File: config.mk
export PLATFORM = sky130hd
export DESIGN_NAME = alu_exec_unit
export DESIGN_NICKNAME = d
export VERILOG_FILES = /design/src/rtl/alu_exec_unit_pkg.sv /design/src/rtl/alu_exec_unit_shift_iter.sv /design/src/rtl/alu_exec_unit.sv
export SDC_FILE = /design/constraint.sdc
export NUM_CORES = 1
export LEC_CHECK = 0
export ABC_CLOCK_PERIOD_IN_PS = 4100
export BUFFER_PORTS_ARGS = -buffer_cell sky130_fd_sc_hd__buf_4
export CELL_PAD_IN_SITES_DETAIL_PLACEMENT = 0
export CELL_PAD_IN_SITES_GLOBAL_PLACEMENT = 1
export CORE_ASPECT_RATIO = 0.8
export CORE_MARGIN = 10
export CORE_UTILIZATION = 45
export DETAILED_ROUTE_END_ITERATION = 10
export PLACE_DENSITY_LB_ADDON = 0.1
export SLEW_MARGIN = 20
export SYNTH_ARGS = -nofsm -noshare
export SYNTH_HDL_FRONTEND = slang
export SYNTH_SLANG_ARGS = --single-unit
export TNS_END_PERCENT = 30
File: constraint.sdc
create_clock -name clk -period 4.1 [get_ports clk]
set_input_delay 0.205 -clock clk [delete_from_list [all_inputs] [get_ports clk]]
set_output_delay 0.205 -clock clk [all_outputs]
set_load 0.01 [all_outputs]
File: src/rtl/alu_exec_unit_pkg.sv
// Shared constants for the ALU execution unit: control codes and FSM state encodings.
package alu_exec_unit_pkg;

  localparam int unsigned NOP_CTRL  = 0;
  localparam int unsigned ADD_CTRL  = 1;
  localparam int unsigned SUB_CTRL  = 2;
  localparam int unsigned AND_CTRL  = 3;
  localparam int unsigned OR_CTRL   = 4;
  localparam int unsigned XOR_CTRL  = 5;
  localparam int unsigned SLL_CTRL  = 6;
  localparam int unsigned SRL_CTRL  = 7;
  localparam int unsigned SRA_CTRL  = 8;
  localparam int unsigned SLT_CTRL  = 9;
  localparam int unsigned SLTU_CTRL = 10;

  localparam logic [1:0] ST_IDLE  = 2'd0;
  localparam logic [1:0] ST_SHIFT = 2'd1;
  localparam logic [1:0] ST_DONE  = 2'd2;

endpackage

File: src/rtl/alu_exec_unit_shift_iter.sv
// Iterative shifter: one bit position per cycle, loaded with operand and shift amount.
module alu_shift_iter #(
  parameter int XLEN = 32
) (
  input  logic            clk,
  input  logic            rst_n,
  input  logic            load,
  input  logic            dir,
  input  logic            arith,
  input  logic [XLEN-1:0] data_i,
  input  logic [4:0]      shamt_i,
  output logic [XLEN-1:0] nxt_o,
  output logic            done
);

  logic [XLEN-1:0] sreg_q;
  logic [4:0]      cnt_q;

  // dir=1 shifts right; arith replicates the sign bit on right shifts
  assign nxt_o = dir ? {arith & sreg_q[XLEN-1], sreg_q[XLEN-1:1]}
                     : {sreg_q[XLEN-2:0], 1'b0};
  // nxt_o holds the final value on the edge the count drops to zero
  assign done  = (cnt_q == 5'd1);

  always_ff @(posedge clk) begin
    if (!rst_n) begin
      sreg_q <= '0;
      cnt_q  <= '0;
    end else if (load) begin
      sreg_q <= data_i;
      cnt_q  <= shamt_i;
    end else if (cnt_q != 5'd0) begin
      sreg_q <= nxt_o;
      cnt_q  <= cnt_q - 5'd1;
    end
  end

endmodule

File: src/rtl/alu_exec_unit.sv
// ALU execution unit: single-cycle arithmetic/logic ops, iterative shifts, valid/ready handshakes.
module alu_exec_unit
  import alu_exec_unit_pkg::*;
#(
  parameter int XLEN   = 32,
  parameter int CTRL_W = 6
) (
  input  logic              clk,
  input  logic              rst_n,
  input  logic              in_valid,
  output logic              in_ready,
  input  logic [CTRL_W-1:0] alu_ctrl,
  input  logic [XLEN-1:0]   op_a,
  input  logic [XLEN-1:0]   op_b,
  output logic              out_valid,
  input  logic              out_ready,
  output logic [XLEN-1:0]   result,
  output logic              zero
);

  logic [1:0]        state_q, state_d;
  logic [XLEN-1:0]   result_q, result_d;
  logic [CTRL_W-1:0] ctrl_q, ctrl_d;
  logic              sh_load, sh_done, sh_dir, sh_arith;
  logic [XLEN-1:0]   sh_nxt;

  function automatic logic is_shift(input logic [CTRL_W-1:0] c);
    return (c == CTRL_W'(SLL_CTRL)) || (c == CTRL_W'(SRL_CTRL)) || (c == CTRL_W'(SRA_CTRL));
  endfunction

  // Shift codes land here only with a zero shift amount, which passes op_a through
  function automatic logic [XLEN-1:0] alu_f(input logic [CTRL_W-1:0] c,
                                            input logic [XLEN-1:0] a, b);
    case (c)
      CTRL_W'(ADD_CTRL):  return a + b;
      CTRL_W'(SUB_CTRL):  return a - b;
      CTRL_W'(AND_CTRL):  return a & b;
      CTRL_W'(OR_CTRL):   return a | b;
      CTRL_W'(XOR_CTRL):  return a ^ b;
      CTRL_W'(SLL_CTRL),
      CTRL_W'(SRL_CTRL),
      CTRL_W'(SRA_CTRL):  return a;
      CTRL_W'(SLT_CTRL):  return XLEN'($signed(a) < $signed(b));
      CTRL_W'(SLTU_CTRL): return XLEN'(a < b);
      default:            return '0;
    endcase
  endfunction

  assign in_ready  = (state_q == ST_IDLE);
  assign out_valid = (state_q == ST_DONE);
  assign result    = result_q;
  assign zero      = (result_q == '0);
  assign sh_dir    = (ctrl_q == CTRL_W'(SRL_CTRL)) || (ctrl_q == CTRL_W'(SRA_CTRL));
  assign sh_arith  = (ctrl_q == CTRL_W'(SRA_CTRL));

  always_comb begin
    state_d  = state_q;
    result_d = result_q;
    ctrl_d   = ctrl_q;
    sh_load  = 1'b0;
    case (state_q)
      ST_IDLE: if (in_valid) begin
        ctrl_d = alu_ctrl;
        if (is_shift(alu_ctrl) && (op_b[4:0] != 5'd0)) begin
          sh_load = 1'b1;
          state_d = ST_SHIFT;
        end else begin
          result_d = alu_f(alu_ctrl, op_a, op_b);
          state_d  = ST_DONE;
        end
      end
      ST_SHIFT: if (sh_done) begin
        result_d = sh_nxt;
        state_d  = ST_DONE;
      end
      ST_DONE: if (out_ready) state_d = ST_IDLE;
      default: state_d = ST_IDLE;
    endcase
  end

  always_ff @(posedge clk) begin
    if (!rst_n) begin
      state_q  <= ST_IDLE;
      result_q <= '0;
      ctrl_q   <= '0;
    end else begin
      state_q  <= state_d;
      result_q <= result_d;
      ctrl_q   <= ctrl_d;
    end
  end

  alu_shift_iter #(.XLEN(XLEN)) u_shift (
    .clk     (clk),
    .rst_n   (rst_n),
    .load    (sh_load),
    .dir     (sh_dir),
    .arith   (sh_arith),
    .data_i  (op_a),
    .shamt_i (op_b[4:0]),
    .nxt_o   (sh_nxt),
    .done    (sh_done)
  );

endmodule
After elaboration in Yosys (flattened, before gate mapping)
Cells that the tools add are included.
{"block": "totals", "input_bits": 74, "output_inout_bits": 35, "register_bits": 77}
{"block": "op_classes", "n_reduce_logical": 14, "n_eq_ne": 19, "mux": 18, "n_bitwise": 4, "add_sub_neg": 3, "order_cmp": 2}
{"operator": "case mux 32 bit (8 select lines)", "count": 1}
{"operator": "2-to-1 mux 32 bit", "count": 6}
{"operator": "< comparator 32 bit", "count": 2}
{"operator": "case mux 32 bit (2 select lines)", "count": 1}
{"operator": "adder 32 bit", "count": 1}
{"operator": "AND 32 bit", "count": 1}
{"operator": "zero test 32 bit", "count": 1}
{"operator": "bitwise OR 32 bit", "count": 1}
{"operator": "subtractor 32 bit", "count": 1}
{"operator": "XOR 32 bit", "count": 1}
{"operator": "== test 6 x 3 -> 1 bit, second input constant", "count": 5}
{"operator": "== test 6 x 4 -> 1 bit, second input constant", "count": 4}
{"operator": "== test 6 x 2 -> 1 bit, second input constant", "count": 2}
{"operator": "2-to-1 mux 5 bit", "count": 2}
{"operator": "nonzero test 5 bit", "count": 2}
{"operator": "2-to-1 mux 2 bit", "count": 4}
{"operator": "== test 6 x 1 -> 1 bit, second input constant", "count": 1}
{"operator": "inequality test 2 bit, second input constant", "count": 3}
{"operator": "case mux 2 bit (3 select lines)", "count": 1}
{"operator": "== test 5 x 1 -> 1 bit, second input constant", "count": 1}
{"operator": "subtractor 5 x 1 -> 5 bit, second input constant", "count": 1}
{"operator": "AND reduction 4 bit", "count": 1}
{"operator": "nonzero test 2 bit", "count": 2}
{"operator": "logical OR 1 bit", "count": 3}
{"operator": "other kinds (10)", "count": 12}

Depth between registers and ports, before layout
{"block": "depth", "ltp_word": 8, "ltp_mapped": 12, "ltp_nobuf": 12}

Hierarchy
From an unflattened synthesis, not the netlist that was laid out.
{"block": "hier_totals", "cells_unflattened": 1242, "hier_area_um2": 9462.8}
{"module": "alu_exec_unit", "area_each_um2": 7447.1, "cells_each": 1060, "n_inst": 1}
{"module": "alu_shift_iter", "area_each_um2": 2015.7, "cells_each": 182, "n_inst": 1}

Worst setup path before layout
No wires, ideal clock.
{"block": "synth_path", "path_kind": "input to register", "start": "in op_a[17]", "end": "reg result_q[25] (netlist: result[25])", "setup_ps": 129, "t_arrival_ps": 2454, "path_slack_ps": 1517, "n_path_buf": 0, "cell_stages": 10, "cell_sequence": "inv_1 -> ha_1 -> or2_1 -> or3_1 -> or3_1 -> o221ai_2 -> a311oi_1 -> a211o_1 -> o31ai_2 -> o31ai_2"}
{"block": "synth_via", "elab_chain_cells": 5, "word_cells_on_any_way": 6, "cone_classes": "add/sub (2); mux (4)"}
{"element": "from (decl)", "line_no": "alu_exec_unit.sv:13", "source": "input logic [XLEN-1:0] op_a,"}
{"element": "subtractor 32 bit / adder 32 bit (equally long branches)", "line_no": "alu_exec_unit.sv:36, alu_exec_unit.sv:35"}
{"element": "case mux 32 bit (8 select lines) (*)", "line_no": "alu_exec_unit.sv:34", "source": "case (c)"}
{"element": "2-to-1 mux 32 bit (*)", "line_no": "alu_exec_unit.sv:64", "source": "if (is_shift(alu_ctrl) && (op_b[4:0] != 5'd0)) begin"}
{"element": "2-to-1 mux 32 bit (*)", "line_no": "alu_exec_unit.sv:62", "source": "ST_IDLE: if (in_valid) begin"}
{"element": "case mux 32 bit (2 select lines) (*)", "line_no": "alu_exec_unit.sv:61", "source": "case (state_q)"}
{"element": "to (signal assigned)", "line_no": "alu_exec_unit.sv:88", "source": "result_q <= result_d;"}
{"element": "to (decl)", "line_no": "alu_exec_unit.sv:22", "source": "logic [XLEN-1:0] result_q, result_d;"}
Every way passes the cells marked *; elsewhere a longest branch is shown, timed or not. The select of a mux whose other input is x is not followed.
A chain may end at the register's enable or synchronous reset.

Worst setup path after layout
{"block": "layout_path", "start": "in op_a[2]", "end": "reg result_q[24] (netlist: result[24])"}
The elaborated chain is that of the path after synthesis.

==> flow_summary.toml <==
[floorplan]
start_util = 0.457
num_rows = 47
fp.dieArea_sq_um = 27300
core_area_sq_um = 20700
pin_count = 109
die_w_microns = 182
die_h_microns = 150

[logic_synthesis]
ys_seq_area_frac = 0.163
synth_edf_count = 0
synth_cells = 1328
synth_area_leader_cell = "dfxtp_1"
synth_flop_cell = "dfxtp_1"
yosys.area.top_type_share = 0.163
async_reset_ff_frac = 0
ys_ff_latch = 77
syn_nets = 1520
syn_area_per_cell_sq_um = 7.12
synth_cell_types = 85
ys_warn_count = 0
mappedNetlistArea_sq_um = 9460
synthTopCellsByArea = "dfxtp_1 (16%), ha_1 (15%), nor2_1 (7.7%)"

[worst_setup_path]
rr_endpoint = "result[31]"
setup.worst_path.start_class = "input port"
cp.required_ns = 4.34
crit_type = "in -> reg"
cp_data_arrival_time_ns = 3.44
worstRegToRegCells = 10
ff2ff_setup_slack_ns = 1.02
r2r_start = "ctrl_q[0]"
end_kind = "flip-flop"
critPathLaunch = "op_a[2]"
cp_max_fo = 8

[layout]
design_area_sq_um = 10800
register_area_sq_um = 1540
final_cell_mix = "nor2_1 (189), buf_4 (134), a21oi_1 (132), ha_1 (116), inv_1 (99)"
layout_commonest_cell = "nor2_1"
drive_above_1_share = 0.136
post-route-util = 0.521
nets = 1580
antenna_cells = 0
multiInputGateArea_sq_um = 7210
syn_to_final_growth_pct = 14.1
filler_cell_count = 2125

[sta]
finalSetupTns_ns = 0
max_slew.worst_pin.slew_ns = 1.16
slew_headroom = 0.229
setup_violations = 0
timing.final.crit_share = 0.780
skew_ns = 0.0110
hold_viol_final = 0
min_period_ns = 3.20
grt_setup_unrepaired = "no"
fmax_mhz = 313
timing.hold.ws_ns = 0.104
maxSlewViolCount = 0

[hold_path]
worstHoldPathType = "in -> reg"
min_delay_worst_endpoint = "ctrl_q[5]"
whs_path_depth = 3
holdCritStartpoint = "alu_ctrl[5]"

[cts]
tritoncts = "built"
post_cts_resized = 0
insertion_delay_ns = 0.37
cts_made_buffers = 9
cts_setup_buffers = 0
clockBufferDepth = 2
cts_hold_buf = 0
h-tree-depth = 3
cts-root-buf = "clkbuf_16"
cts_num_sinks = 77
clk_pin_slew_ns = 0.08

[power_and_ir_drop]
ir_worst_vdd_v = 0.000228
internal-power_mw = 2.22
power.leakage_nw = 4.86
pwr-share-seq = 0.276
switching_share = 0.456
comb_power_share = 0.515
clock_power_share = 0.209
switchingPower_mw = 1.87
power_density_nw_per_um2 = 379

[routing]
drt_pre_antenna_iters = 5
wl_per_cell_microns = 23.4
drt_wl_total_microns = 38900
antenna_left = 0
avgViaCountPerCell = 6.42
drt_iter0_markers = 1243
route.detailed.drc = 0
vias = 10700

[placement]
place.port_buffers = 108
gp_congestion = 0.992
place_hpwl_microns = 29000
placed_cell_area_sq_um = 10500

[grt]
grt_pass1_vias = 9932
grt_pass1_wl_microns = 59200
grt.overflow.total = 0
antenna_found_initial = 0
grt_max_degree = 42
track_usage = 0.273

[job]
drv_cap = 0

[run_status]
status = "complete, no violations"
==> worst max-delay path, cell delays in order <==
cell and delay [ns]:
buf_4 0.13, inv_1 0.05, ha_1 0.38, nor2b_1 0.19, o31a_1 0.25, o21ai_1 0.57, a21oi_1 0.30, o22ai_1 0.49
o21ba_2 0.22, mux2i_1 0.07, a211oi_1 0.44, o21ai_0 0.14
==> cells in the mapped netlist, drive strengths merged, types with 7 or more instances <==
library cell and number:
a21o 15, buf 18, dfxtp 77, and3 10
inv 102, a22oi 7, o21ai 74, a211oi 49
nor4 28, or3 12, clkbuf 68, a221oi 20
xnor2 13, o221ai 9, a221o 15, a2111oi 9
nand2b 16, nand3 15, mux2i 42, nand4 15
ha 116, nor3 36, a31oi 11, nor2b 9
nor2 194, a21oi 133, nand2 72, o31ai 18
o22ai 17, and2 7, o211ai 16
==> per-layer routing <==
layer,wire length (microns),vias to the layer above,share of wire,global-route usage
met4,1350,0,0.035,0.108
li1,-,4992,-,-
met3,3470,78,0.089,0.0555
met2,16200,527,0.42,0.404
met1,17900,5066,0.46,0.378
met5,0,-,0,0
==> state kept, by name (all words and copies together), names as in the netlist <==
register and cells:
u_shift.cnt_q 5, state_q 2, ctrl_q 6, u_shift.sreg_q 32, result 32
==> worst max path at each step <==
stage / end / slack [ns] / cells past startpoint
2_1_floorplan: result[25] / 1.52 / 10
3_3_place_gp: result[24] / 0.65 / 13
3_5_place_dp: result[24] / 0.67 / 12
4_1_cts: result[24] / 1.04 / 12
5_1_grt: result[24] / 0.81 / 13
6_report: result[24] / 0.90 / 12
==> cell type report <==
class                      count  share of cell area
clock buffer                  12              0.0238
clock inverter                 4             0.00278
inverter                     103              0.0358
multi-input combinational   1062               0.668
sequential                    77               0.143
tap                          269              0.0312
timing repair buffer         135              0.0951
==> cells by family after synthesis <==
group	share of synthesized area
mux	0.0492
flops	0.163
buf+inv	0.0781
fa+ha+maj	0.158
compound gates	0.325
xor+xnor	0.0139
simple gates	0.214
==> through the flow <==
stage          setup WS, ns  power, mW  std cells
2_1_floorplan          1.52       2.60       1328
3_3_place_gp          0.648       3.21       1646
3_5_place_dp          0.675       3.19       1646
4_1_cts                1.04       4.05       1662
5_1_grt               0.805       4.37       1662
6_report              0.901       4.09       1662
==> power groups by stage <==
| stage | registers [mW] | logic [mW] | clock network [mW] |
|---|---|---|---|
| 2_1_floorplan | 1.07 | 1.53 | 0 |
| 3_3_place_gp | 1.14 | 2.07 | 0 |
| 3_5_place_dp | 1.14 | 2.05 | 0 |
| 4_1_cts | 1.12 | 2.07 | 0.861 |
| 5_1_grt | 1.15 | 2.34 | 0.879 |
| 6_report | 1.13 | 2.11 | 0.855 |
Power figures use the tool's default switching activity.
